### src/rtl/mem_arbiter_pkg.sv
// Shared types and defaults for the single-port RAM arbiter.
// Optional timeout support is enabled with MEM_ARBITER_TIMEOUT_EN.
package mem_arbiter_pkg;

  localparam int unsigned DefWordW     = 32;
  localparam int unsigned DefStarveMax = 3;
  localparam int unsigned DefTimeout   = 64;

  typedef logic [DefWordW-1:0] word_t;

  typedef enum logic [1:0] {
    IDLE    = 2'd0,
    GRANT_I = 2'd1,
    GRANT_D = 2'd2
  } arb_state_t;

  // Width of a counter that must reach max_val; never narrower than one bit.
  function automatic int unsigned cnt_width(input int unsigned max_val);
    return (max_val < 2) ? 1 : int'($clog2(max_val + 1));
  endfunction

endpackage

### src/rtl/mem_arbiter_if.sv
// Requester/RAM bus bundle for mem_arbiter; slave = arbiter side, master = environment side.
// The err signal exists only when MEM_ARBITER_TIMEOUT_EN is defined.
interface mem_arbiter_if
  import mem_arbiter_pkg::*;
#(
  parameter int unsigned WORD_W = DefWordW
) ();

  logic              iREN;
  logic [WORD_W-1:0] iaddr;
  logic              dREN;
  logic              dWEN;
  logic [WORD_W-1:0] daddr;
  logic [WORD_W-1:0] dstore;
  logic              ram_ready;
  logic [WORD_W-1:0] ram_load;
  logic              ihit;
  logic              dhit;
  logic [WORD_W-1:0] iload;
  logic [WORD_W-1:0] dload;
  logic              ramREN;
  logic              ramWEN;
  logic [WORD_W-1:0] ramaddr;
  logic [WORD_W-1:0] ramstore;
  logic              busy;
`ifdef MEM_ARBITER_TIMEOUT_EN
  logic              err;
`endif

  modport slave (
    input  iREN, iaddr, dREN, dWEN, daddr, dstore, ram_ready, ram_load,
    output ihit, dhit, iload, dload, ramREN, ramWEN, ramaddr, ramstore, busy
`ifdef MEM_ARBITER_TIMEOUT_EN
    , output err
`endif
  );

  modport master (
    output iREN, iaddr, dREN, dWEN, daddr, dstore, ram_ready, ram_load,
    input  ihit, dhit, iload, dload, ramREN, ramWEN, ramaddr, ramstore, busy
`ifdef MEM_ARBITER_TIMEOUT_EN
    , input err
`endif
  );

endinterface

### src/rtl/mem_arbiter.sv
// Arbitrates one RAM port between instruction fetch and data access, data first with a
// starvation guard for fetch. Define MEM_ARBITER_TIMEOUT_EN to abort stalled grants.
module mem_arbiter
  import mem_arbiter_pkg::*;
#(
  parameter int unsigned WORD_W     = DefWordW,
  parameter int unsigned STARVE_MAX = DefStarveMax
`ifdef MEM_ARBITER_TIMEOUT_EN
  ,
  parameter int unsigned TIMEOUT    = DefTimeout
`endif
) (
  input logic          CLK,
  input logic          nRST,
  mem_arbiter_if.slave bus
);

  localparam int unsigned          StarveW    = cnt_width(STARVE_MAX);
  localparam logic [StarveW-1:0]   StarveMaxC = StarveW'(STARVE_MAX);

  arb_state_t        r_state, w_state_d;
  logic [StarveW-1:0] r_starve, w_starve_d;
  logic              r_ihit, w_ihit_d;
  logic              r_dhit, w_dhit_d;
  logic [WORD_W-1:0] r_iload, w_iload_d;
  logic [WORD_W-1:0] r_dload, w_dload_d;
  logic              r_ramREN, w_ramREN_d;
  logic              r_ramWEN, w_ramWEN_d;
  logic [WORD_W-1:0] r_ramaddr, w_ramaddr_d;
  logic [WORD_W-1:0] r_ramstore, w_ramstore_d;
  logic              r_busy, w_busy_d;
  logic              w_dreq;
  logic              w_force_i;

`ifdef MEM_ARBITER_TIMEOUT_EN
  localparam int unsigned      TmoW    = cnt_width(TIMEOUT);
  localparam logic [TmoW-1:0]  TmoLast = TmoW'(TIMEOUT - 1);

  logic [TmoW-1:0] r_tmo, w_tmo_d;
  logic            r_err, w_err_d;
`endif

  assign w_dreq    = bus.dREN | bus.dWEN;
  // Fetch has waited through STARVE_MAX data grants: it goes next.
  assign w_force_i = bus.iREN && (r_starve == StarveMaxC);

  always_comb begin
    w_state_d    = r_state;
    w_starve_d   = r_starve;
    w_ihit_d     = 1'b0;
    w_dhit_d     = 1'b0;
    w_iload_d    = r_iload;
    w_dload_d    = r_dload;
    w_ramREN_d   = r_ramREN;
    w_ramWEN_d   = r_ramWEN;
    w_ramaddr_d  = r_ramaddr;
    w_ramstore_d = r_ramstore;
`ifdef MEM_ARBITER_TIMEOUT_EN
    w_tmo_d      = r_tmo;
    w_err_d      = r_err;
`endif
    unique case (r_state)
      IDLE: begin
`ifdef MEM_ARBITER_TIMEOUT_EN
        w_tmo_d = '0;
`endif
        if (w_dreq && !w_force_i) begin
          w_state_d    = GRANT_D;
          w_ramaddr_d  = bus.daddr;
          w_ramstore_d = bus.dstore;
          w_ramWEN_d   = bus.dWEN;
          w_ramREN_d   = bus.dREN & ~bus.dWEN;
          if (bus.iREN && (r_starve != StarveMaxC)) begin
            w_starve_d = r_starve + 1'b1;
          end
        end else if (bus.iREN) begin
          w_state_d   = GRANT_I;
          w_ramaddr_d = bus.iaddr;
          w_ramREN_d  = 1'b1;
          w_ramWEN_d  = 1'b0;
          w_starve_d  = '0;
        end
      end
      GRANT_I, GRANT_D: begin
        if (bus.ram_ready) begin
          w_state_d  = IDLE;
          w_ramREN_d = 1'b0;
          w_ramWEN_d = 1'b0;
          if (r_state == GRANT_I) begin
            w_ihit_d  = 1'b1;
            w_iload_d = bus.ram_load;
          end else begin
            w_dhit_d = 1'b1;
            if (r_ramREN) begin
              w_dload_d = bus.ram_load;
            end
          end
        end
`ifdef MEM_ARBITER_TIMEOUT_EN
        else if (r_tmo == TmoLast) begin
          // Abort silently; the still-pending requester is re-arbitrated from IDLE.
          w_state_d  = IDLE;
          w_ramREN_d = 1'b0;
          w_ramWEN_d = 1'b0;
          w_err_d    = 1'b1;
        end else begin
          w_tmo_d = r_tmo + 1'b1;
        end
`endif
      end
      default: w_state_d = IDLE;
    endcase
    w_busy_d = (w_state_d != IDLE);
  end

  always_ff @(posedge CLK) begin
    if (!nRST) begin
      r_state    <= IDLE;
      r_starve   <= '0;
      r_ihit     <= 1'b0;
      r_dhit     <= 1'b0;
      r_iload    <= '0;
      r_dload    <= '0;
      r_ramREN   <= 1'b0;
      r_ramWEN   <= 1'b0;
      r_ramaddr  <= '0;
      r_ramstore <= '0;
      r_busy     <= 1'b0;
`ifdef MEM_ARBITER_TIMEOUT_EN
      r_tmo      <= '0;
      r_err      <= 1'b0;
`endif
    end else begin
      r_state    <= w_state_d;
      r_starve   <= w_starve_d;
      r_ihit     <= w_ihit_d;
      r_dhit     <= w_dhit_d;
      r_iload    <= w_iload_d;
      r_dload    <= w_dload_d;
      r_ramREN   <= w_ramREN_d;
      r_ramWEN   <= w_ramWEN_d;
      r_ramaddr  <= w_ramaddr_d;
      r_ramstore <= w_ramstore_d;
      r_busy     <= w_busy_d;
`ifdef MEM_ARBITER_TIMEOUT_EN
      r_tmo      <= w_tmo_d;
      r_err      <= w_err_d;
`endif
    end
  end

  assign bus.ihit     = r_ihit;
  assign bus.dhit     = r_dhit;
  assign bus.iload    = r_iload;
  assign bus.dload    = r_dload;
  assign bus.ramREN   = r_ramREN;
  assign bus.ramWEN   = r_ramWEN;
  assign bus.ramaddr  = r_ramaddr;
  assign bus.ramstore = r_ramstore;
  assign bus.busy     = r_busy;
`ifdef MEM_ARBITER_TIMEOUT_EN
  assign bus.err      = r_err;
`endif

endmodule

### src/flat_wrapper.sv
// flat-port wrapper written by rule: the top's interface ports become plain ports
module mem_arbiter_flat import mem_arbiter_pkg::*;
#(
  parameter int unsigned WORD_W     = DefWordW,
  parameter int unsigned STARVE_MAX = DefStarveMax

)
  (CLK, nRST, bus_iREN, bus_iaddr, bus_dREN, bus_dWEN, bus_daddr, bus_dstore, bus_ram_ready, bus_ram_load, bus_ihit, bus_dhit, bus_iload, bus_dload, bus_ramREN, bus_ramWEN, bus_ramaddr, bus_ramstore, bus_busy);
  mem_arbiter_if #(.WORD_W(WORD_W)) bus_i ();
  input logic CLK;
  input logic nRST;
  input wire logic [$bits(bus_i.iREN)-1:0] bus_iREN;
  input wire logic [$bits(bus_i.iaddr)-1:0] bus_iaddr;
  input wire logic [$bits(bus_i.dREN)-1:0] bus_dREN;
  input wire logic [$bits(bus_i.dWEN)-1:0] bus_dWEN;
  input wire logic [$bits(bus_i.daddr)-1:0] bus_daddr;
  input wire logic [$bits(bus_i.dstore)-1:0] bus_dstore;
  input wire logic [$bits(bus_i.ram_ready)-1:0] bus_ram_ready;
  input wire logic [$bits(bus_i.ram_load)-1:0] bus_ram_load;
  output wire logic [$bits(bus_i.ihit)-1:0] bus_ihit;
  output wire logic [$bits(bus_i.dhit)-1:0] bus_dhit;
  output wire logic [$bits(bus_i.iload)-1:0] bus_iload;
  output wire logic [$bits(bus_i.dload)-1:0] bus_dload;
  output wire logic [$bits(bus_i.ramREN)-1:0] bus_ramREN;
  output wire logic [$bits(bus_i.ramWEN)-1:0] bus_ramWEN;
  output wire logic [$bits(bus_i.ramaddr)-1:0] bus_ramaddr;
  output wire logic [$bits(bus_i.ramstore)-1:0] bus_ramstore;
  output wire logic [$bits(bus_i.busy)-1:0] bus_busy;
  assign bus_i.iREN = bus_iREN;
  assign bus_i.iaddr = bus_iaddr;
  assign bus_i.dREN = bus_dREN;
  assign bus_i.dWEN = bus_dWEN;
  assign bus_i.daddr = bus_daddr;
  assign bus_i.dstore = bus_dstore;
  assign bus_i.ram_ready = bus_ram_ready;
  assign bus_i.ram_load = bus_ram_load;
  assign bus_ihit = bus_i.ihit;
  assign bus_dhit = bus_i.dhit;
  assign bus_iload = bus_i.iload;
  assign bus_dload = bus_i.dload;
  assign bus_ramREN = bus_i.ramREN;
  assign bus_ramWEN = bus_i.ramWEN;
  assign bus_ramaddr = bus_i.ramaddr;
  assign bus_ramstore = bus_i.ramstore;
  assign bus_busy = bus_i.busy;
  mem_arbiter #(.WORD_W(WORD_W), .STARVE_MAX(STARVE_MAX)) u_core (.CLK(CLK), .nRST(nRST), .bus(bus_i));
endmodule
### config.mk
export PLATFORM = sky130hd
export DESIGN_NAME = mem_arbiter_flat
export DESIGN_NICKNAME = d
export VERILOG_FILES = /design/src/rtl/mem_arbiter_pkg.sv /design/src/rtl/mem_arbiter_if.sv /design/src/rtl/mem_arbiter.sv /design/src/flat_wrapper.sv
export SDC_FILE = /design/constraint.sdc
export NUM_CORES = 1
export LEC_CHECK = 0
export ABC_AREA = 1
export ABC_CLOCK_PERIOD_IN_PS = 2000
export CORE_MARGIN = 1
export CORE_UTILIZATION = 40
export DETAILED_ROUTE_END_ITERATION = 10
export MAX_ROUTING_LAYER = met4
export PLACE_DENSITY = 0.89
export SLEW_MARGIN = 10
export SYNTH_ARGS = -nofsm -noshare
export SYNTH_HDL_FRONTEND = slang
export SYNTH_SLANG_ARGS = --single-unit
### constraint.sdc
create_clock -name CLK -period 2 [get_ports CLK]
set_clock_uncertainty 0.2 [all_clocks]
set_input_delay 0.3 -clock CLK [delete_from_list [all_inputs] [get_ports CLK]]
set_output_delay 0.3 -clock CLK [all_outputs]
set_load 0.02 [all_outputs]
Yosys cells after proc, flatten, opt, wreduce, memory -nomap -nowiden --
Cells that the tools add are included.
Storage, ports and cells: flip-flop bits (word level) 137, output and inout port bits 133, bits of input ports 134
Operators by class: bitwise gates (word level) 4, equality and inequality tests 7, add/sub/neg operators 1, muxes and demuxes 18, reductions and logical operators 16
Operators with widths (count):
- two-way mux 32 bit | 2
- two-way mux 2 bit | 6
- AND reduction 3 bit | 4
- two-way mux 1 bit | 7
- != test 2 bit, second input constant | 3
- nonzero test 2 bit | 3
- equality test 2 bit, second input constant | 2
- one-hot mux 1 bit (2 select lines) | 2
- one-hot mux 2 bit (2 select lines) | 1
- AND reduction 2 bit | 2
- AND reduction 4 bit | 1
- logical AND 1 bit | 3
- != test 3 x 2 -> 1 bit, second input constant | 1
- adder 2 x 1 -> 2 bit, second input constant | 1
- equality test 2 x 1 -> 1 bit, second input constant | 1
- zero test 2 bit | 1
- NOT 1 bit | 2
- OR reduction 2 bit | 1
- AND 1 bit | 1
- zero test 1 bit | 1
- OR 1 bit | 1

Longest topological paths before layout --
Gate-level depths: netlist (run 1).
depth after elaboration 7, gate-level depth with buffers 9, depth with buffers taken out 8

Worst setup path before layout (run 1) --
Ideal clock, no wire load.
path type reg-to-reg, start reg u_core.r_state[0], end reg u_core.r_dload[10], in the netlist u_core.bus.dload[10], stages on the path, launching flop included 9, required time 1684 ps, buffers on the path 1, slack 248 ps, library setup time 116 ps, arrival 1436 ps, cells stage by stage dfxtp_1 inv_1 ha_1 nand2_1 nor3_4 inv_1 clkbuf_1 nor2_1 nor2_1
Between the ends: longest elaborated chain between the ends 3
Ends and longest elaborated chain:
- start: declaration | line mem_arbiter.sv:21 | arb_state_t r_state, w_state_d;
- start signal: assignment | line mem_arbiter.sv:134 | r_state <= w_state_d;
- equality test 2 bit / equality test 2 x 1 -> 1 bit (equally long branches) | line mem_arbiter.sv:62, mem_arbiter.sv:89
- OR reduction 2 bit / NOT 1 bit (equally long branches)
- AND reduction 4 bit (no line) (*)
- end signal: assignment | line mem_arbiter.sv:139 | r_dload <= w_dload_d;
- end: declaration | line mem_arbiter.sv:26 | logic [WORD_W-1:0] r_dload, w_dload_d;
Mark *: on every way between the ends. The rest lies on a longest branch, timed or not. A chain may end at the register's enable or synchronous reset.

Final worst setup path (run 1) --
start reg u_core.r_ramREN, in the netlist u_core.bus.ramREN, end out bus_ramREN
RTL lines:
- start: declaration | line mem_arbiter.sv:27 | logic r_ramREN, w_ramREN_d;
- start signal: assignment | line mem_arbiter.sv:140 | r_ramREN <= w_ramREN_d;
- end: declaration | line flat_wrapper.sv:24 | output wire logic [$bits(bus_i.ramREN)-1:0] bus_ramREN;
No word-level cell between the ends.

==> results of run 1 <==
==> cells in the final DEF, fill, tap and decap left out <==
| cell type | count |
|---|---|
| ha_1 | 4 |
| buf_12 | 8 |
| clkbuf_16 | 17 |
| nand2_2 | 1 |
| o21bai_1 | 1 |
| inv_1 | 16 |
| o21ai_0 | 66 |
| nor2_1 | 132 |
| clkinvlp_4 | 3 |
| inv_2 | 1 |
| dfxtp_2 | 1 |
| clkbuf_8 | 1 |
| nor2_4 | 1 |
| bufinv_16 | 3 |
| clkdlybuf4s50_1 | 265 |
| nor3_4 | 1 |
| o21ai_2 | 2 |
| buf_6 | 1 |
| a21oi_1 | 68 |
| clkinv_4 | 3 |
| nand4_1 | 2 |
| dfxtp_1 | 136 |
| nand2_1 | 178 |
| nor2_2 | 1 |
| buf_4 | 14 |
| nor3_1 | 1 |
| nand3_1 | 66 |
| clkinv_2 | 3 |
| inv_6 | 2 |
| buf_2 | 1 |
==> logic make-up (layout without fill, tap and decap cells) <==
kind of cell,count (synthesis),after routing,synth area share
flip-flops,137,137,0.514
AO/OA/AOI/OAI,137,137,0.130
AND/OR/NAND/NOR,383,383,0.289
buffers and inverters,70,338,0.0583
adder cells (fa/ha/maj),4,4,0.00937
==> cell usage after synthesis (all sizes together) <==
master / number / area share
nor3: 2 / 0.0040
nand4: 2 / 0.0023
clkinv: 1 / 0.00070
clkbuf: 28 / 0.020
buf: 25 / 0.027
inv: 16 / 0.011
dfxtp: 137 / 0.51
ha: 4 / 0.0094
nor2: 134 / 0.095
o21bai: 1 / 0.0014
o21ai: 68 / 0.064
nand3: 66 / 0.062
nand2: 179 / 0.13
a21oi: 68 / 0.064
==> where the power goes <==
part	switching (mW)	internal, mW	total (mW)	leakage, nW
registers	0.0886	2.90	2.99	1.12
logic	0.745	0.716	1.46	2.20
clock network	1.23	2.00	3.22	0.293
==> sequential cells by signal, summed over array words and instances, names as in the netlist, 2 cells and up <==
signal	flops
u_core.bus.iload	32
u_core.bus.ramaddr	32
u_core.bus.ramstore	32
u_core.r_starve	2
u_core.r_state	2
u_core.bus.dload	32
==> worst max-delay path by stage <==
stage | from | slack [ns] | end
2_1_floorplan | u_core.r_state[0] | 0.25 | u_core.bus.dload[10]
3_3_place_gp | bus_ram_ready | 0.13 | u_core.bus.dload[10]
3_5_place_dp | bus_dREN | 0.06 | u_core.bus.ramstore[18]
4_1_cts | u_core.r_state[0] | 0.07 | u_core.bus.dload[17]
5_1_grt | u_core.r_state[1] | 0.01 | u_core.bus.dload[29]
6_report | u_core.bus.ramREN | 0.07 | bus_ramREN
==> metal layers <==
layer / wire length, um / up-vias
li1: - / 2868
met1: 7240 / 2703
met2: 8400 / 265
met3: 1110 / 49
met4: 597 / 0
met5: 0 / -
==> through the flow <==
step,hold slack [ns],cell area (sq um),util
floorplan,0.235,5340,-
global placement,0.246,8250,0.643
detailed placement,0.251,8250,0.643
CTS,0.0539,8860,0.691
global route,0.0780,8860,0.691
finish,0.0537,8860,0.691
==> cell type report <==
class	instances	area, sq um
Sequential cell	137	2740
Timing Repair Buffer	289	2930
Inverter	17	63.8
Multi-Input combinational cell	524	2300
Clock buffer	18	439
Fill cell	1066	3960
Tap cell	172	215
Clock inverter	14	171
==> repair_timing <==
action,in CTS,in global routing
hold buffers,0,0
setup buffers,0,0
resized for setup,0,3
endpoints found under the setup margin,0,30
==> results.md, run 1 <==
- Vias per inst: around 5
- Cts bufs inserted: 17
- Period utilization: 0.963
- Seq cells post-synth: ~140
- R2r startpoint: u_core.r_state[1]
- Hold path depth: 3
- CP Launch Type: flip-flop
- Gr busiest metal: met2
- Min setup slack post-route: about 0.074 ns
- Port buffer count: 266
- CP top delay family: buffers and inverters
- CTS root buf: clkbuf_16
- Worst vdd ir: ~0.0006 V
- CP cell instances: clkdlybuf4s50_1
- Nets: ~1,100
- CTS clk-pin slew, worst paths: 0.06 ns
- GRT met3 Usage: 0.0577
- Number of global-route vias before repair: ~5,700
- YS warnings: 0
- RSZ-0062 raised after global routing: no
- Slew Viols, Final: 0
- Worst slew pin tran: approximately 0.48 ns
- Count of maximum capacitance violations: 0
- Beginning of the worst hold path: nRST
- Dpl ws: just over 0.06 ns
- Final setup viols: 0
- Setup_tns: 0 ns
- Achievable Freq: 0.519 GHz
- Pleak: 3.61 nW
- Placement row count: 41
- Mean post-synth cell area: 7.31 sq um
- Syn Inst Count: between 700 and 800
- Final wirelength: 17,400 um
- Share of cells above drive strength 1: 0.0641
- CTS sink cnt: around 140
- Final GP Congestion: around 0.83
- Initial antenna violation count: 0
- Min cycle time layout: between 1.5 and 2 ns
- Max incr delay on CP: 0.65 ns
- Largest net degree at the start of global routing: 45
- Met2 usage: 0.426
- Critical path arrival: approximately 1.4 ns
- Inst Count DP: 1,139
- Crit-path max FO: 3
- Worst-Skew Late Latency: roughly 0.4 ns
- Total grt overflow: 0
- Die W: roughly 120 um
- Hold crit path type: in -> reg
- Pwr dens: between 800 and 900 nW/um^2
- Core footprint: about 13,000 sq um
- Post-layout power: between 7 and 8 mW
- All-layer global routing usage: 0.260
- Sequential share of the synthesized area: 0.514
- Starting Density: 0.416
- Ant diodes: 0
- Mapped cell area: 5340 sq um
- Critical path capture point type: primary output
- R2R cell count: 8
- Die area: 13,800 sq um
- Final Hold Fails: 0
- Routed len/inst: 14.8 um
- Initial drt markers: about 410
- Layout area overhead: 66.0%
- Hold path endpoint: u_core.bus.ramaddr[31]
- Detailed placement HPWL: 11,900 um
- Longest Clk Path Bufs: 2
- Slew headroom: 0.683
- R2R Path End: u_core.bus.dload[10]
- DR pass1 iterations: 5
- Critical path buffers and inverters: 1
- Ports: approximately 270
- Critical path depth in cells: 1
- Detailed-route via count: ~6,000
- Fin cells: about 1,200
- Max stage delay cell, worst path: clkdlybuf4s50_1
- Syn nets: between 800 and 900
- CTS tree: yes
- Die Height: around 120 um
- R2R setup slack: approximately 0.13 ns
- DRC: 0
- Worst Path Required: roughly 1.5 ns
- Global-route wire length before repair: 28,200 um
- Type of the worst setup path: reg -> out
- H-tree levels: 4
- Antenna-violating nets left: 0
- M1 GR Usage: 0.301
- Unique masters post-synth: 20
- Run status: finished, final reports clean
Note: power is estimated with default switching activity, not from simulation.
==> run 2, diff against run 1 <==
--- a/config.mk
+++ b/config.mk
@@ -10,6 +10,7 @@
 export CORE_MARGIN = 1
 export CORE_UTILIZATION = 40
 export DETAILED_ROUTE_END_ITERATION = 10
+export GPL_TIMING_DRIVEN = 0
 export MAX_ROUTING_LAYER = met4
 export PLACE_DENSITY = 0.89
 export SLEW_MARGIN = 10
==> run 2 against run 1 <==
Compared with the run above: first-iteration DRC count fell by 8.5%; maximum frequency fell by 1.2%; sequential cell count did not move; critical endpoint unchanged; core utilization rose by 0.12 points; global-route usage rose by 0.87 points; sequential power barely moved; register-to-register slack barely moved; critical path depth did not move; final cell count rose by 2.6%.
==> results.md, run 2 (same netlist as run 1, synthesis figures left out) <==
- Run status: finished, final reports clean (unchanged)
- Beginning of the worst hold path: u_core.bus.iload[17] (was nRST)
- Slew headroom: 0.639 (was 0.683)
- Initial antenna violation count: 0 (unchanged)
- Initial drt markers: 377 (was 412)
- Critical path arrival: 1.45 ns (was 1.43 ns)
- Die W: 118 um (unchanged)
- Clk pwr share: 0.418 (was 0.420)
- R2R cell count: 8 (unchanged)
- Ports: 267 (unchanged)
- Hold path depth: 2 (was 3)
- Placement row count: 41 (unchanged)
- Number of fill cells in the layout: 1,038 (was 1,066)
- Pwr dens: 860 nW/um^2 (was 866 nW/um^2)
- Worst Path Required: 1.50 ns (about the same)
- Routed len/inst: 14.6 um (was 14.8 um)
- Min setup slack post-route: 0.0513 ns (was 0.0739 ns)
- Gate power share: 0.190 (about the same)
- Ant diodes: 0 (unchanged)
- CP Launch Type: flip-flop (unchanged)
- Power Internal: 5.58 mW (was 5.62 mW)
- Switching power share of the total: 0.270 (was 0.268)
- Period utilization: 0.974 (was 0.963)
- Min cycle time layout: 1.95 ns (was 1.93 ns)
- Crit-path max FO: 3 (unchanged)
- Global-route wire length before repair: 28,800 um (was 28,200 um)
- DRC: 0 (unchanged)
- CP top delay family: buffers and inverters (unchanged)
- Slew Viols, Final: 0 (unchanged)
- Die area: 13,800 sq um (unchanged)
- Max incr delay on CP: 0.65 ns (about the same)
- CP cell instances: clkdlybuf4s50_1 (unchanged)
- Sw Pwr: 2.06 mW (about the same)
- Number of global-route vias before repair: 5,833 (was 5,711)
- Type of the worst setup path: reg -> out (unchanged)
- Final setup viols: 0 (unchanged)
- Longest Clk Path Bufs: 2 (unchanged)
- R2R Path End: u_core.bus.iload[21] (was u_core.bus.dload[10])
- Worst slew pin tran: 0.541 ns (was 0.476 ns)
- Cts bufs inserted: 17 (unchanged)
- Share of power burned in registers: 0.392 (was 0.390)
- Detailed-route via count: 5,957 (was 5,885)
- Layout area overhead: 66.3% (was 66.0%)
- Total grt overflow: 0 (unchanged)
- Share of cells above drive strength 1: 0.0728 (was 0.0641)
- Max stage delay cell, worst path: clkdlybuf4s50_1 (unchanged)
- Hold-fix buffers, CTS: 0 (unchanged)
- Pleak: 3.62 nW (was 3.61 nW)
- CTS sink cnt: 137 (unchanged)
- Critical path capture point type: primary output (unchanged)
- CTS root buf: clkbuf_16 (unchanged)
- R2r startpoint: u_core.r_state[0] (was u_core.r_state[1])
- Inst Count DP: 1,169 (was 1,139)
- Hold crit path type: reg -> reg (was in -> reg)
- Starting Density: 0.416 (unchanged)
- Vias per inst: 4.96 (was 5.03)
- Core footprint: 12,800 sq um (unchanged)
- Worst-Skew Late Latency: 0.41 ns (about the same)
- Footprint of the multi-input gates: 2300 sq um (about the same)
- Nets: 1,155 (was 1,124)
- Worst vdd ir: 0.000532 V (was 0.000587 V)
- Fin cells: 1,202 (was 1,171)
- DR pass1 iterations: 5 (unchanged)
- Achievable Freq: 0.513 GHz (was 0.519 GHz)
- Count of maximum capacitance violations: 0 (unchanged)
- Commonest cells after routing, fill and taps aside: clkdlybuf4s50_1 (266), nand2_1 (177), dfxtp_1 (136) (was clkdlybuf4s50_1 (265), nand2_1 (178), dfxtp_1 (136))
- H-tree levels: 4 (unchanged)
- All-layer global routing usage: 0.269 (was 0.260)
- Most common cell after layout, fill and taps aside: clkdlybuf4s50_1 (unchanged)
- Critical path buffers and inverters: 1 (unchanged)
- Final GP Congestion: 0.883 (was 0.833)
- CTS tree: yes (unchanged)
- Hold path endpoint: u_core.bus.iload[17] (was u_core.bus.ramaddr[31])
- FF+latch area: 2740 sq um (unchanged)
- Antenna-violating nets left: 0 (unchanged)
- Final wirelength: 17,600 um (was 17,400 um)
- Detailed placement HPWL: 13,000 um (was 11,900 um)
- Dpl ws: -0.277 ns (was 0.0608 ns)
- Final Hold Fails: 0 (unchanged)
- R2R setup slack: 0.13 ns (about the same)
- Largest net degree at the start of global routing: 17 (was 45)
- CTS clk-pin slew, worst paths: 0.06 ns (about the same)
- Die Height: 118 um (unchanged)
- Port buffer count: 266 (unchanged)
[run 2: worst min-delay path, cell delays in order, from the launching register on]
cell,delay (ns)
dfxtp_1,0.31
nand2_1,0.06
a21oi_1,0.05
[run 2: layer usage]
metal  part of all wire  global-route usage
met3              0.066              0.0606
met4              0.041               0.138
met1               0.42               0.319
met2               0.47               0.427
met5                  0                   -
[run 2: metrics by stage]
step           TNS [ns]  cell area, sq um   util  hold slack (ns)  power [mW]
2_1_floorplan         0              5340      -            0.235        3.71
3_3_place_gp     -11.20              8220  0.641            0.248        4.45
3_5_place_dp     -13.60              8220  0.641            0.251        4.47
4_1_cts               0              8860  0.691            0.240        7.67
5_1_grt         -0.0153              8880  0.692            0.260        7.95
6_report              0              8880  0.692            0.260        7.64
[run 2: power groups by stage]
stage	Clock, mW	Sequential (mW)	Combinational [mW]
after global placement	0	3.04	1.41
after floorplan	0	3.24	0.468
after global routing	3.37	3.01	1.57
after detailed placement	0	3.05	1.43
final	3.20	2.99	1.45
after CTS	3.24	2.99	1.44
[run 2: worst max-delay path by stage]
stage / startpoint / endpoint / depth (start not counted)
CTS: u_core.r_state[0] / u_core.bus.dload[16] / 8
global route: u_core.r_state[1] / u_core.bus.dload[4] / 8
global placement: nRST / u_core.bus.ramaddr[7] / 5
floorplan: u_core.r_state[0] / u_core.bus.dload[10] / 8
finish: u_core.bus.ramREN / bus_ramREN / 1
detailed placement: nRST / u_core.bus.iload[21] / 5
[run 2: repair_timing]
item	CTS	global route
setup endpoints to repair	41	92
pin swaps	1	4
setup buffers	3	1
resized for setup	10	21
[run 2: final cells by class]
cell class | count | share of cell area
multi-input combinational | 524 | 0.259
sequential | 137 | 0.309
tap | 172 | 0.0242
inverter | 17 | 0.00719
clock buffer | 19 | 0.0488
buffer | 51 | 0.0297
timing repair buffer | 269 | 0.303
clock inverter | 13 | 0.0192
